<file path="config.mk">
export PLATFORM = sky130hd
export DESIGN_NAME = route_sequencer
export DESIGN_NICKNAME = d
export VERILOG_FILES = /design/src/rtl/route_sequencer.sv
export SDC_FILE = /design/constraint.sdc
export NUM_CORES = 1
export LEC_CHECK = 0
export ABC_CLOCK_PERIOD_IN_PS = 5000
export CAP_MARGIN = 10
export CORE_MARGIN = 10
export CORE_UTILIZATION = 64
export DETAILED_ROUTE_END_ITERATION = 6
export GPL_TIMING_DRIVEN = 0
export PLACE_DENSITY = 0.82
export SYNTH_ARGS = -nofsm -noshare
export SYNTH_HDL_FRONTEND = slang
export SYNTH_SLANG_ARGS = --single-unit
</file>
<file path="constraint.sdc">
create_clock -name clkus -period 5 [get_ports clkus]
set_input_delay 1 -clock clkus [delete_from_list [all_inputs] [get_ports clkus]]
set_output_delay 1 -clock clkus [all_outputs]
set_load 0.01 [all_outputs]
</file>
<file path="src/rtl/route_sequencer.sv">
// route_sequencer: steps through an 8-slot program of manoeuvre opcodes,
// raising one enable toward the tracking/u-turn block per step and waiting for its completion flag.
// Ports: clkus/rst (async, active-high); start/abort control; prog_we/addr/data load the program
// while idle; four completion flags in; four enables, busy/done/fault/fault_code/step out (all registered).
module route_sequencer #(
  parameter int STEP_TIMEOUT = 20000000,
  parameter int PAUSE_TIME   = 500000
) (
  input  logic       clkus,
  input  logic       rst,
  input  logic       start,
  input  logic       abort,
  input  logic       prog_we,
  input  logic [2:0] prog_addr,
  input  logic [2:0] prog_data,
  input  logic       end_of_track,
  input  logic       uturn_finished,
  input  logic       brake_finished,
  input  logic       reverse_finished,
  output logic       en_tracking,
  output logic       en_uturn,
  output logic       en_brake,
  output logic       en_reverse,
  output logic       busy,
  output logic       done,
  output logic       fault,
  output logic [1:0] fault_code,
  output logic [2:0] step
);

  localparam int CMAX = (STEP_TIMEOUT > PAUSE_TIME) ? STEP_TIMEOUT : PAUSE_TIME;
  localparam int TW   = $clog2(CMAX + 1);
  localparam logic [TW-1:0] ONE     = TW'(1);
  localparam logic [TW-1:0] TO_LAST = TW'(STEP_TIMEOUT - 1);
  // The FETCH cycle that follows PAUSE is part of the wait, so the next
  // step's enable rises exactly PAUSE_TIME cycles after PAUSE is entered.
  localparam logic [TW-1:0] PAUSE_LAST = TW'((PAUSE_TIME > 1) ? PAUSE_TIME - 2 : 0);

  localparam logic [2:0] OP_END     = 3'd0;
  localparam logic [2:0] OP_TRACK   = 3'd1;
  localparam logic [2:0] OP_BRAKE   = 3'd2;
  localparam logic [2:0] OP_UTURN   = 3'd3;
  localparam logic [2:0] OP_REVERSE = 3'd4;
  localparam logic [2:0] OP_WAIT    = 3'd5;

  typedef enum logic [2:0] {
    S_IDLE, S_FETCH, S_ISSUE, S_RELEASE, S_PAUSE, S_DONE, S_FAULT
  } state_t;

  state_t        r_state, w_state;
  logic [TW-1:0] r_timer, w_timer;
  logic [2:0]    r_op, w_op;
  logic [3:0]    r_en, w_en;       // {reverse, uturn, brake, tracking} = opcode-1 bit
  logic          r_busy, w_busy;
  logic          r_done, w_done;
  logic          r_fault, w_fault;
  logic [1:0]    r_code, w_code;
  logic [2:0]    r_step, w_step;
  logic [2:0]    r_prog [8];

  logic [2:0] w_slot;
  logic [3:0] w_flags;
  logic       w_flag;
  logic       w_to;

  assign w_slot  = r_prog[r_step];
  assign w_flags = {reverse_finished, uturn_finished, brake_finished, end_of_track};
  assign w_to    = (r_timer == TO_LAST);

  // Completion flag belonging to the step in progress.
  always_comb begin
    w_flag = 1'b0;
    case (r_op)
      OP_TRACK:   w_flag = end_of_track;
      OP_BRAKE:   w_flag = brake_finished;
      OP_UTURN:   w_flag = uturn_finished;
      OP_REVERSE: w_flag = reverse_finished;
      default:    w_flag = 1'b0;
    endcase
  end

  // Program memory: loads are accepted only while no sequence is running.
  always_ff @(posedge clkus or posedge rst) begin
    if (rst) begin
      for (int i = 0; i < 8; i++) r_prog[i] <= OP_END;
    end else if (prog_we && !r_busy) begin
      r_prog[prog_addr] <= prog_data;
    end
  end

  always_comb begin
    w_state = r_state;
    w_timer = r_timer;
    w_op    = r_op;
    w_en    = 4'b0000;
    w_done  = r_done;
    w_fault = r_fault;
    w_code  = r_code;
    w_step  = r_step;
    if (abort) begin
      w_state = S_IDLE;
      w_timer = '0;
    end else begin
      case (r_state)
        S_IDLE, S_DONE, S_FAULT: begin
          if (start) begin
            w_state = S_FETCH;
            w_step  = 3'd0;
            w_done  = 1'b0;
            w_fault = 1'b0;
            w_code  = 2'b00;
            w_timer = '0;
          end
        end
        S_FETCH: begin
          // A flag still high from the previous step must clear first.
          if (w_flags != 4'b0000) begin
            if (w_to) begin
              w_state = S_FAULT;
              w_fault = 1'b1;
              w_code  = 2'b01;
            end else begin
              w_timer = r_timer + ONE;
            end
          end else begin
            case (w_slot)
              OP_END: begin
                w_state = S_DONE;
                w_done  = 1'b1;
              end
              OP_TRACK, OP_BRAKE, OP_UTURN, OP_REVERSE: begin
                w_state = S_ISSUE;
                w_op    = w_slot;
                w_en    = 4'b0001 << (w_slot - 3'd1);
                w_timer = '0;
              end
              OP_WAIT: begin
                w_state = S_PAUSE;
                w_timer = '0;
              end
              default: begin
                w_state = S_FAULT;
                w_fault = 1'b1;
                w_code  = 2'b10;
              end
            endcase
          end
        end
        S_ISSUE: begin
          if (w_to) begin
            w_state = S_FAULT;
            w_fault = 1'b1;
            w_code  = 2'b01;
          end else if (w_flag) begin
            w_state = S_RELEASE;
            w_timer = r_timer + ONE;
          end else begin
            w_en    = r_en;
            w_timer = r_timer + ONE;
          end
        end
        S_RELEASE, S_PAUSE: begin
          if (r_state == S_RELEASE && w_to) begin
            w_state = S_FAULT;
            w_fault = 1'b1;
            w_code  = 2'b01;
          end else if ((r_state == S_RELEASE && !w_flag) ||
                       (r_state == S_PAUSE && r_timer >= PAUSE_LAST)) begin
            if (r_step == 3'd7) begin
              w_state = S_DONE;
              w_done  = 1'b1;
            end else begin
              w_state = S_FETCH;
              w_step  = r_step + 3'd1;
              w_timer = '0;
            end
          end else begin
            w_timer = r_timer + ONE;
          end
        end
        default: w_state = S_IDLE;
      endcase
    end
    w_busy = !(w_state == S_IDLE || w_state == S_DONE || w_state == S_FAULT);
  end

  always_ff @(posedge clkus or posedge rst) begin
    if (rst) begin
      r_state <= S_IDLE;
      r_timer <= '0;
      r_op    <= OP_END;
      r_en    <= 4'b0000;
      r_busy  <= 1'b0;
      r_done  <= 1'b0;
      r_fault <= 1'b0;
      r_code  <= 2'b00;
      r_step  <= 3'd0;
    end else begin
      r_state <= w_state;
      r_timer <= w_timer;
      r_op    <= w_op;
      r_en    <= w_en;
      r_busy  <= w_busy;
      r_done  <= w_done;
      r_fault <= w_fault;
      r_code  <= w_code;
      r_step  <= w_step;
    end
  end

  assign en_tracking = r_en[0];
  assign en_brake    = r_en[1];
  assign en_uturn    = r_en[2];
  assign en_reverse  = r_en[3];
  assign busy        = r_busy;
  assign done        = r_done;
  assign fault       = r_fault;
  assign fault_code  = r_code;
  assign step        = r_step;

endmodule

</file>
==> summary.txt, run 1 <==
Synthesis
  • Top cell type by total area after synthesis: dfrtp_1
  • Syn avg cell area: 9.16 um^2
  • Yosys reg bits: 67
  • Synth Area in Simple Gates: 24.0%
  • Register area share after synthesis: 39.9%
  • Mapped Nets: 481
  • Cells after Synth: 459
  • Yosys cell types: 68
  • Adder-Cell Fraction of Synth Area: 2.08%
  • Number of synthesized flops with an enable pin: 0
  • Main combinational cell family by area after synthesis: simple AND/OR/NAND/NOR gates
  • Async S/R FF share, synth: 100%
  • Complex-gate fraction of the synthesized area: 19.0%
  • Mapped cell area: 0.00420 mm^2
  • Mux share of post-synthesis cell area: 10.5%
  • Post-synth top area share: 39.9%
  • Top cells by area, synth: dfrtp_1 (40%), mux2_2 (6.7%), a21oi_1 (4.8%), nand2_1 (3.9%), nor2_1 (3.1%)
  • Ys Warns: 0
  • Top cells by count, synth: dfrtp_1 (67), nand2_1 (44), a21oi_1 (40)
  • Main synth FF type: dfrtp_1
  • Xor/xnor share of the synthesized area: 0.834%
  • Most frequent cell after synthesis: dfrtp_1

Global route
  • Grt ovf: 0
  • Initial antenna violation count: 0
  • Vias in the first global route: 3640
  • M3 GR Usage: 4.87%
  • Largest net degree at the start of global routing: 46
  • Global route hottest layer: met2
  • M1 GR Usage: 30.3%
  • Met2 Track Usage GR: 31.5%
  • Global-route wire length before repair: 18000 um
  • All-Layer GR Usage: 21.7%

Clocking
  • Longest Clk Path Bufs: 2
  • # Post-CTS Setup Buffers: 0
  • Clock root buffer: clkbuf_8
  • CTS resizes: 0
  • H-tree depth: 3
  • Clock Sinks: 67
  • CTS tree: built
  • Hold_buf cts: 0
  • Clock buffer count from CTS: 9
  • Clock-pin slew on the worst setup and hold paths: 0.08 ns
  • Worst-Skew Late Latency: 0.36 ns

STA
  • Fin crit share: 69.1%
  • Worst hold margin: 0.491 ns
  • # setup viols final: 0
  • Final WS setup: 1.55 ns
  • Fin Clk Skew: 0.0122 ns
  • Worst-Margin Slew: 0.930 ns
  • RSZ-0062 raised after global routing: false
  • Hold Vio Cnt, Final: 0
  • Worst slew margin: 37.4%
  • Fin crit period: 3.45 ns
  • Setup TNS: 0 ns
  • Count of pins over their slew limit: 0
  • Fmax: 289 MHz

Detailed routing
  • Final WL: 10800 um
  • Detailed Route Iter0 Violations: 278
  • DRC Markers: 0
  • Via count: 3827
  • Via count normalized by instance count: 6.61
  • Routed length per instance: 18.7 um
  • DR pass1 iterations: 5
  • Final ANT Viol Nets: 0

Place
  • Port buffer count: 26
  • Final HPWL DP: 7870 um
  • Gp weighted congestion: 0.911
  • Dpl ws: 1.20 ns
  • Dpl cell area: 0.00458 mm^2

Floorplan
  • Row cnt: 29
  • Overall die height: 101 um
  • Starting Density: 66.2%
  • Core ar.: 0.00635 mm^2
  • Die width: 101 um
  • Die ar.: 0.0102 mm^2
  • I/O pin cnt: 27

Hold path
  • Hold Crit Class: reg -> reg

Worst setup path
  • Worst Setup End Kind: flop
  • Critical Path RT: 5.24 ns
  • Critical path cell sequence: clkdlybuf4s50_1 > or4_1 > clkbuf_1 > nand2_1 > a21oi_1 > a31oi_1 > nor2_1 > buf_2 > a31oi_1 > nand3_1
  • Crit-path slowest cell: or4_1
  • Most used cell along the critical path: a31oi_1
  • Crit path launch type: input port
  • Crit-path max cell delay: 0.53 ns
  • Crit Path Max Fanout: 10
  • Kind of critical path: in -> reg
  • Critical path arrival: 3.69 ns

Run status
  • Outcome: finished clean

Power and ir drop
  • Maximum vdd drop: 253 uV
  • Static leakage: 1.89 nW
  • Power density over the cells: 291 mW/mm^2

Cells and area
  • Diodes inserted: 0
  • Final instance area: 0.00478 mm^2
  • Share of layout cells above drive strength 1: 14.7%
  • Final #Nets: 519
  • Final Util: 75.3%
  • Area growth, synth to finish: 13.8%

Flow run
  • Max-cap viol count: 0
-- state kept, by name, summed over array words and instances, names as in the netlist --
signal and cells:
r_op 3, done 1, step 3, r_timer 25, r_prog 24, fault 1, r_state 3, r_en 4
busy 1, fault_code 2
-- path summary, 6_finish.rpt --
check	startpoint	endpoint	slack, ns	depth (start not counted)
worst max-delay path	end_of_track	r_timer[5]	1.55	10
worst min-delay path	r_en[1]	r_en[1]	0.49	2
worst max register to register	step[1]	busy	1.65	9
worst min register to register	r_en[1]	r_en[1]	0.49	2
max in group asynchronous	rst	fault	3.42	3
min in group asynchronous	rst	r_timer[19]	0.98	2
-- area by class of cell --
cell class	instances	area, um^2
repair buffers	27	280
fillers	451	1570
clock inverters	7	81.3
well taps	77	96.3
multi-input cells	356	2370
flip-flops and latches	67	1680
plain buffers	19	91.3
inverters	17	63.8
clock buffers	9	124
-- placed cells by master, fill, tap and decap left out, drive strengths merged, types with 3 or more instances in the layout --
cell type / n
a31oi: 18
xnor2: 3
a22oi: 6
nor2: 36
nand3: 26
mux2i: 9
nand3b: 4
nand2b: 5
or4: 5
a22o: 3
nor4: 8
inv: 20
clkdlybuf4s50: 26
dfrtp: 67
a21oi: 41
ha: 7
nor2b: 8
or3: 8
nor3: 12
mux2: 26
o21ai: 23
nand2: 44
nor3b: 6
and2: 6
o22ai: 3
clkbuf: 19
nand4: 7
buf: 10
a211oi: 3
a41oi: 3
o21a: 3
and3: 6
-- stage by stage --
step	power (mW)	cells
finish	1.39	579
global route	1.45	579
CTS	1.39	579
detailed placement	0.923	563
global placement	0.905	562
floorplan	0.834	459
-- worst max-delay path, delay by kind of cell --
kind	cells	cell delay (ns)
AND/OR/NAND/NOR	4	0.93
buffers and inverters	3	0.89
AO/OA/AOI/OAI	3	0.87
-- layer usage --
metal,vias up,wire length (um)
met1,1853,4900
met5,-,0
li1,1784,-
met3,24,827
met4,0,187
met2,166,4930
-- logic make-up (layout without fill, tap and decap cells) --
logic type | after synthesis | after routing
flip-flops | 67 | 67
adder cells (fa/ha/maj) | 7 | 7
AND/OR/NAND/NOR | 188 | 188
XOR/XNOR | 4 | 4
buffers and inverters | 36 | 79
AO/OA/AOI/OAI | 120 | 120
multiplexers | 37 | 37
-- report_power, final --
group	switching, mW	leakage (nW)	internal [mW]
sequential	0.0361	0.877	0.603
combinational	0.153	0.913	0.124
clock	0.237	0.101	0.237
No activity file was read; power rests on OpenSTA's default activity.
==> inputs of run 2 (changes only) <==
==> config.mk (replaced) <==
export PLATFORM = sky130hd
export DESIGN_NAME = route_sequencer
export DESIGN_NICKNAME = d
export VERILOG_FILES = /design/src/rtl/route_sequencer.sv
export SDC_FILE = /design/constraint.sdc
export NUM_CORES = 1
export LEC_CHECK = 0
export ABC_CLOCK_PERIOD_IN_PS = 3400
export CAP_MARGIN = 10
export CORE_MARGIN = 10
export CORE_UTILIZATION = 60
export DETAILED_ROUTE_END_ITERATION = 6
export GPL_TIMING_DRIVEN = 0
export PLACE_DENSITY = 0.78
export SYNTH_ARGS = -nofsm -noshare
export SYNTH_HDL_FRONTEND = slang
export SYNTH_SLANG_ARGS = --single-unit
==> constraint.sdc (replaced) <==
create_clock -name clkus -period 3.4 [get_ports clkus]
set_input_delay 0.68 -clock clkus [delete_from_list [all_inputs] [get_ports clkus]]
set_output_delay 0.68 -clock clkus [all_outputs]
set_load 0.01 [all_outputs]
==> run 2 against run 1 <==
Net effect: first-iteration DRC count up 43%; clock skew down 0.0017 ns; sequential power up 47%; largest cell class unchanged; highest routed layer unchanged.
==> summary.txt, run 2 (synthesis gave the netlist of run 1 again) <==
Hold path
  • Min-delay src: r_en[2]
  • Hold Crit Class: reg -> reg
  • Hold endpoint: r_en[2]
  • Min-Delay Path Depth: 2

Worst setup path
  • Critical path cell sequence: clkdlybuf4s50_1 > or4_1 > clkbuf_1 > nand2_1 > a21oi_1 > a31oi_1 > nor2_1 > buf_2 > a31oi_1 > nand3_1
  • Crit-path max cell delay: 0.54 ns
  • CP top delay family: simple AND/OR/NAND/NOR gates
  • Kind of critical path: in -> reg
  • Crit path launch type: input port
  • Setup slack, reg-to-reg: 0.22 ns
  • Worst Setup End Kind: flop
  • FF-to-FF path depth: 9
  • Crit-path slowest cell: or4_1
  • R2R Path Start: r_timer[1]
  • Crit path buf inv count: 3
  • Crit Path Max Fanout: 10
  • Critical path arrival: 3.49 ns
  • R2R Path End: busy
  • Most used cell along the critical path: a31oi_1
  • Critical Path RT: 3.63 ns

STA
  • Final WS setup: 0.147 ns
  • Worst hold margin: 0.498 ns
  • Worst slew margin: 42.5%
  • # setup viols final: 0
  • RSZ-0062 raised after global routing: false
  • Hold Vio Cnt, Final: 0
  • Count of pins over their slew limit: 0
  • Setup TNS: 0 ns
  • Worst-Margin Slew: 0.855 ns
  • Fin Clk Skew: 0.0105 ns
  • Fmax: 307 MHz
  • Fin crit share: 95.7%
  • Fin crit period: 3.25 ns

Detailed routing
  • Detailed Route Iter0 Violations: 398
  • Met2 wire len: 4820 um
  • DR pass1 iterations: 5
  • Routed length per instance: 17.5 um
  • DRC Markers: 0
  • Final ANT Viol Nets: 0
  • WL met3: 616 um
  • Final WL: 10400 um
  • Via count: 3776
  • Via count normalized by instance count: 6.32
  • Highest routed layer: met4
  • DRT met1 WL: 4860 um

Cells and area
  • Final Non-Filler Cells: 597
  • FILL cells: 562
  • Final #Nets: 519
  • Area growth, synth to finish: 13.7%
  • Largest Register: r_timer
  • Commonest non-fill, non-tap cell in the layout: dfrtp_1
  • Share of layout cells above drive strength 1: 14.8%
  • Largest regs: r_timer x25, r_prog x24, r_en x4
  • Diodes inserted: 0
  • Largest register FFs: 25
  • Final instance area: 0.00478 mm^2
  • Commonest cells after routing, fill and taps aside: dfrtp_1 (67), nand2_1 (44), a21oi_1 (40)

Clocking
  • Hold_buf cts: 0
  • CTS tree: built
  • Worst-Skew Late Latency: 0.35 ns
  • Longest Clk Path Bufs: 2
  • Clock buffer count from CTS: 9
  • H-tree depth: 3
  • # Post-CTS Setup Buffers: 0
  • Clock-pin slew on the worst setup and hold paths: 0.08 ns
  • Clock Sinks: 67
  • Clock root buffer: clkbuf_8
  • CTS resizes: 0

Place
  • Final HPWL DP: 7630 um
  • Dpl ws: -0.137 ns
  • Cells after DPL: 582
  • Gp weighted congestion: 0.939
  • Port buffer count: 26
  • Dpl cell area: 0.00460 mm^2

Global route
  • Grt ovf: 0
  • Initial antenna violation count: 0
  • Global-route wire length before repair: 17500 um
  • All-Layer GR Usage: 19.0%
  • Vias in the first global route: 3597
  • Largest net degree at the start of global routing: 39

Floorplan
  • Die width: 104 um
  • Overall die height: 104 um
  • I/O pin cnt: 27
  • Starting Density: 61.9%
  • Core ar.: 0.00679 mm^2
  • Row cnt: 30
  • Die ar.: 0.0108 mm^2

Flow run
  • Max-cap viol count: 0

Power and ir drop
  • Maximum vdd drop: 309 uV
  • Static leakage: 1.88 nW
  • Power density over the cells: 404 mW/mm^2

Run status
  • Outcome: finished clean
-- run 2: cell types whose count changed in the layout (fill, tap and decap cells not counted), sizes merged --
cell,delta
bufinv,-1
clkbuf,+1
clkinv,+1
clkinvlp,+1
inv,-3
-- run 2: worst register-to-register path, stage by stage (launching register included) --
cell	delay, ns
dfrtp_1	0.46
ha_1	0.30
nand4_2	0.20
or4_1	0.57
buf_2	0.20
or3_1	0.36
a31oi_1	0.28
nor3_2	0.13
xnor2_1	0.16
a211oi_1	0.39
-- run 2: worst max-delay path by stage --
| stage | startpoint | endpoint | cells after the start |
|---|---|---|---|
| floorplan | step[1] | r_timer[3] | 10 |
| global placement | rst | fault_code[1] | 2 |
| detailed placement | end_of_track | r_timer[5] | 10 |
| CTS | end_of_track | r_timer[5] | 10 |
| global route | uturn_finished | r_timer[18] | 10 |
| finish | end_of_track | r_timer[5] | 10 |
-- run 2: final cells by class --
type / count / area (um^2) / share of cell area [%]
Buffer: 19 / 91.3 / 1.91
Tap cell: 96 / 120 / 2.51
Timing Repair Buffer: 27 / 280 / 5.87
Sequential cell: 67 / 1680 / 35.1
Multi-Input combinational cell: 356 / 2380 / 49.8
Clock inverter: 5 / 30.0 / 0.629
Inverter: 17 / 63.8 / 1.34
Clock buffer: 10 / 138 / 2.88
-- run 2: metal layers --
metal	vias to the layer above	track usage [%]
met3	15	3.78
met1	1827	25.9
met5	-	0
li1	1785	-
met2	149	29.8
met4	0	5.67
-- run 2: through the flow --
stage | utilization [%] | total power, mW
2_1_floorplan | - | 1.23
3_3_place_gp | 67.5 | 1.33
3_5_place_dp | 67.8 | 1.35
4_1_cts | 70.2 | 1.94
5_1_grt | 70.3 | 2.03
6_report | 70.3 | 1.93
-- run 2: where the power goes --
part           switching [mW]  leakage [nW]  total (mW)  internal, mW
sequential             0.0509         0.877       0.938         0.887
combinational           0.222         0.914       0.404         0.182
clock                   0.313        0.0839       0.589         0.276
total                   0.586          1.88        1.93          1.35
==> inputs of run 3 (changes only) <==
--- a/config.mk
+++ b/config.mk
@@ -7,6 +7,7 @@
 export LEC_CHECK = 0
 export ABC_CLOCK_PERIOD_IN_PS = 3400
 export CAP_MARGIN = 10
+export CORE_ASPECT_RATIO = 0.7
 export CORE_MARGIN = 10
 export CORE_UTILIZATION = 60
 export DETAILED_ROUTE_END_ITERATION = 6
==> run 3 against run 2 <==
Net effect: sequential power barely moved; clock skew fell by 0.00056 ns; worst hold slack got worse by 0.016 ns; clock power rose by 37%; non-clock buffer count did not move; clock-buffer cell count fell by 1; wire length rose by 6.6%; critical endpoint is now busy; combinational power rose by 3%.
==> summary.txt, run 3 (synthesis gave the netlist of run 1 again) <==
Run status
  • Outcome: finished clean

Clocking
  • Clock buffer count from CTS: 9
  • Clock Sinks: 67
  • Hold_buf cts: 0
  • Clock-pin slew on the worst setup and hold paths: 0.07 ns
  • Longest Clk Path Bufs: 2
  • CTS tree: built
  • H-tree depth: 3
  • Worst-Skew Late Latency: 0.35 ns
  • Clock root buffer: clkbuf_8

Cells and area
  • Diodes inserted: 0
  • Final #Nets: 519
  • Largest register FFs: 25
  • Area growth, synth to finish: 15.4%
  • Commonest non-fill, non-tap cell in the layout: dfrtp_1
  • Share of layout cells above drive strength 1: 15.2%
  • Commonest cells after routing, fill and taps aside: dfrtp_1 (67), nand2_1 (44), a21oi_1 (39)
  • Largest regs: r_timer x25, r_prog x24, r_en x4
  • Largest Register: r_timer

Hold path
  • Hold Crit Class: reg -> reg

STA
  • Fin crit share: 97.0%
  • Fmax: 303 MHz
  • Final WS setup: 0.100 ns
  • Fin crit period: 3.30 ns
  • RSZ-0062 raised after global routing: false
  • Worst-Margin Slew: 1.00 ns
  • Fin Clk Skew: 0.00994 ns
  • Worst slew margin: 32.7%
  • Count of pins over their slew limit: 0
  • # setup viols final: 0
  • Worst hold margin: 0.481 ns
  • Hold Vio Cnt, Final: 0

Worst setup path
  • Setup slack, reg-to-reg: 0.10 ns
  • Crit Path Max Fanout: 7
  • Critical Path Start: r_timer[1]
  • Crit-path max cell delay: 0.91 ns
  • Crit path buf inv count: 0
  • Crit path launch type: flop
  • CP top delay family: simple AND/OR/NAND/NOR gates
  • Kind of critical path: reg -> reg
  • Worst setup path end: busy
  • Worst Setup End Kind: flop
  • Worst path depth: 8
  • Critical Path RT: 3.58 ns
  • R2R Path Start: r_timer[1]
  • R2R Path End: busy
  • Crit-path slowest cell: nor4_1
  • FF-to-FF path depth: 8
  • Critical path arrival: 3.48 ns
  • Critical path cell sequence: ha_1 > nand4_2 > nor4_1 > o311ai_0 > a31oi_1 > nor3_2 > xnor2_1 > a211oi_1

Floorplan
  • I/O pin cnt: 27
  • Die ar.: 0.0108 mm^2
  • Die width: 120 um
  • Overall die height: 90.0 um
  • Core ar.: 0.00679 mm^2
  • Starting Density: 61.9%
  • Row cnt: 25

Detailed routing
  • Routed length per instance: 18.7 um
  • WL met3: 854 um
  • Via count normalized by instance count: 6.41
  • Highest routed layer: met4
  • DRC Markers: 0
  • Met2 wire len: 4600 um
  • Detailed Route Iter0 Violations: 456
  • DR pass1 iterations: 5
  • Final ANT Viol Nets: 0
  • Final WL: 11100 um
  • Via count: 3816
  • DRT met1 WL: 5550 um

Flow run
  • Max-cap viol count: 0

Global route
  • Grt ovf: 0
  • Global-route wire length before repair: 18200 um
  • All-Layer GR Usage: 20.6%
  • Vias in the first global route: 3467
  • Largest net degree at the start of global routing: 39
  • Initial antenna violation count: 0

Power and ir drop
  • Static leakage: 1.91 nW
  • Maximum vdd drop: 248 uV
  • Power density over the cells: 446 mW/mm^2

Place
  • Port buffer count: 26
  • Dpl ws: -0.0665 ns
  • Gp weighted congestion: 0.920
  • Final HPWL DP: 8410 um
==> run 3: changes by cell type in the layout (fill, tap and decap cells not counted), sizes merged <==
| cell | delta |
|---|---|
| inv | +1 |
| clkinv | -3 |
| clkbuf | -1 |
| bufinv | +3 |
==> run 3: how the worst min path moves through the flow <==
stage,start,to,slack [ns],cells after the start
2_1_floorplan,r_prog[18],r_prog[18],0.47,1
3_3_place_gp,r_en[1],r_en[1],0.47,2
3_5_place_dp,r_en[2],r_en[2],0.47,2
4_1_cts,r_en[2],r_en[2],0.49,2
5_1_grt,r_en[3],r_en[3],0.52,1
6_report,r_en[2],r_en[2],0.48,2
==> run 3: power by group <==
part / switching (mW) / internal, mW
Combinational: 0.232 / 0.183
Clock: 0.320 / 0.485
Sequential: 0.0533 / 0.887
==> run 3: repair_timing <==
item	CTS	global route
gates resized for setup	0	4
endpoints found under the setup margin	0	3
setup buffers	0	0
==> run 3: metal layers <==
| metal | up-vias | GRT usage [%] |
|---|---|---|
| met5 | - | 0 |
| met4 | 0 | 4.71 |
| met3 | 17 | 4.93 |
| met2 | 158 | 28.3 |
| met1 | 1850 | 31.4 |
| li1 | 1791 | - |
==> run 3: final cells by class <==
| type | count | area [um^2] |
|---|---|---|
| Multi-Input combinational cell | 356 | 2380 |
| Clock inverter | 6 | 114 |
| Tap cell | 94 | 118 |
| Buffer | 19 | 92.6 |
| Sequential cell | 67 | 1680 |
| Inverter | 17 | 63.8 |
| Timing Repair Buffer | 27 | 280 |
| Clock buffer | 9 | 124 |
| Fill cell | 530 | 1940 |
==> run 3: through the flow <==
step	setup TNS [ns]	cells	util (%)	power, mW	instance area [um^2]
floorplan	0	459	-	1.23	4200
global placement	-7.17	579	67.5	1.34	4580
detailed placement	-0.561	580	67.8	1.37	4600
CTS	0	595	71.3	2.16	4840
global route	0	595	71.4	2.25	4850
finish	0	595	71.4	2.16	4850
==> run 3: tightest hold or removal path, cell delays in order (launching register included) <==
cell and delay, ns:
dfrtp_1 0.34, nand2_1 0.04, o21ai_0 0.06
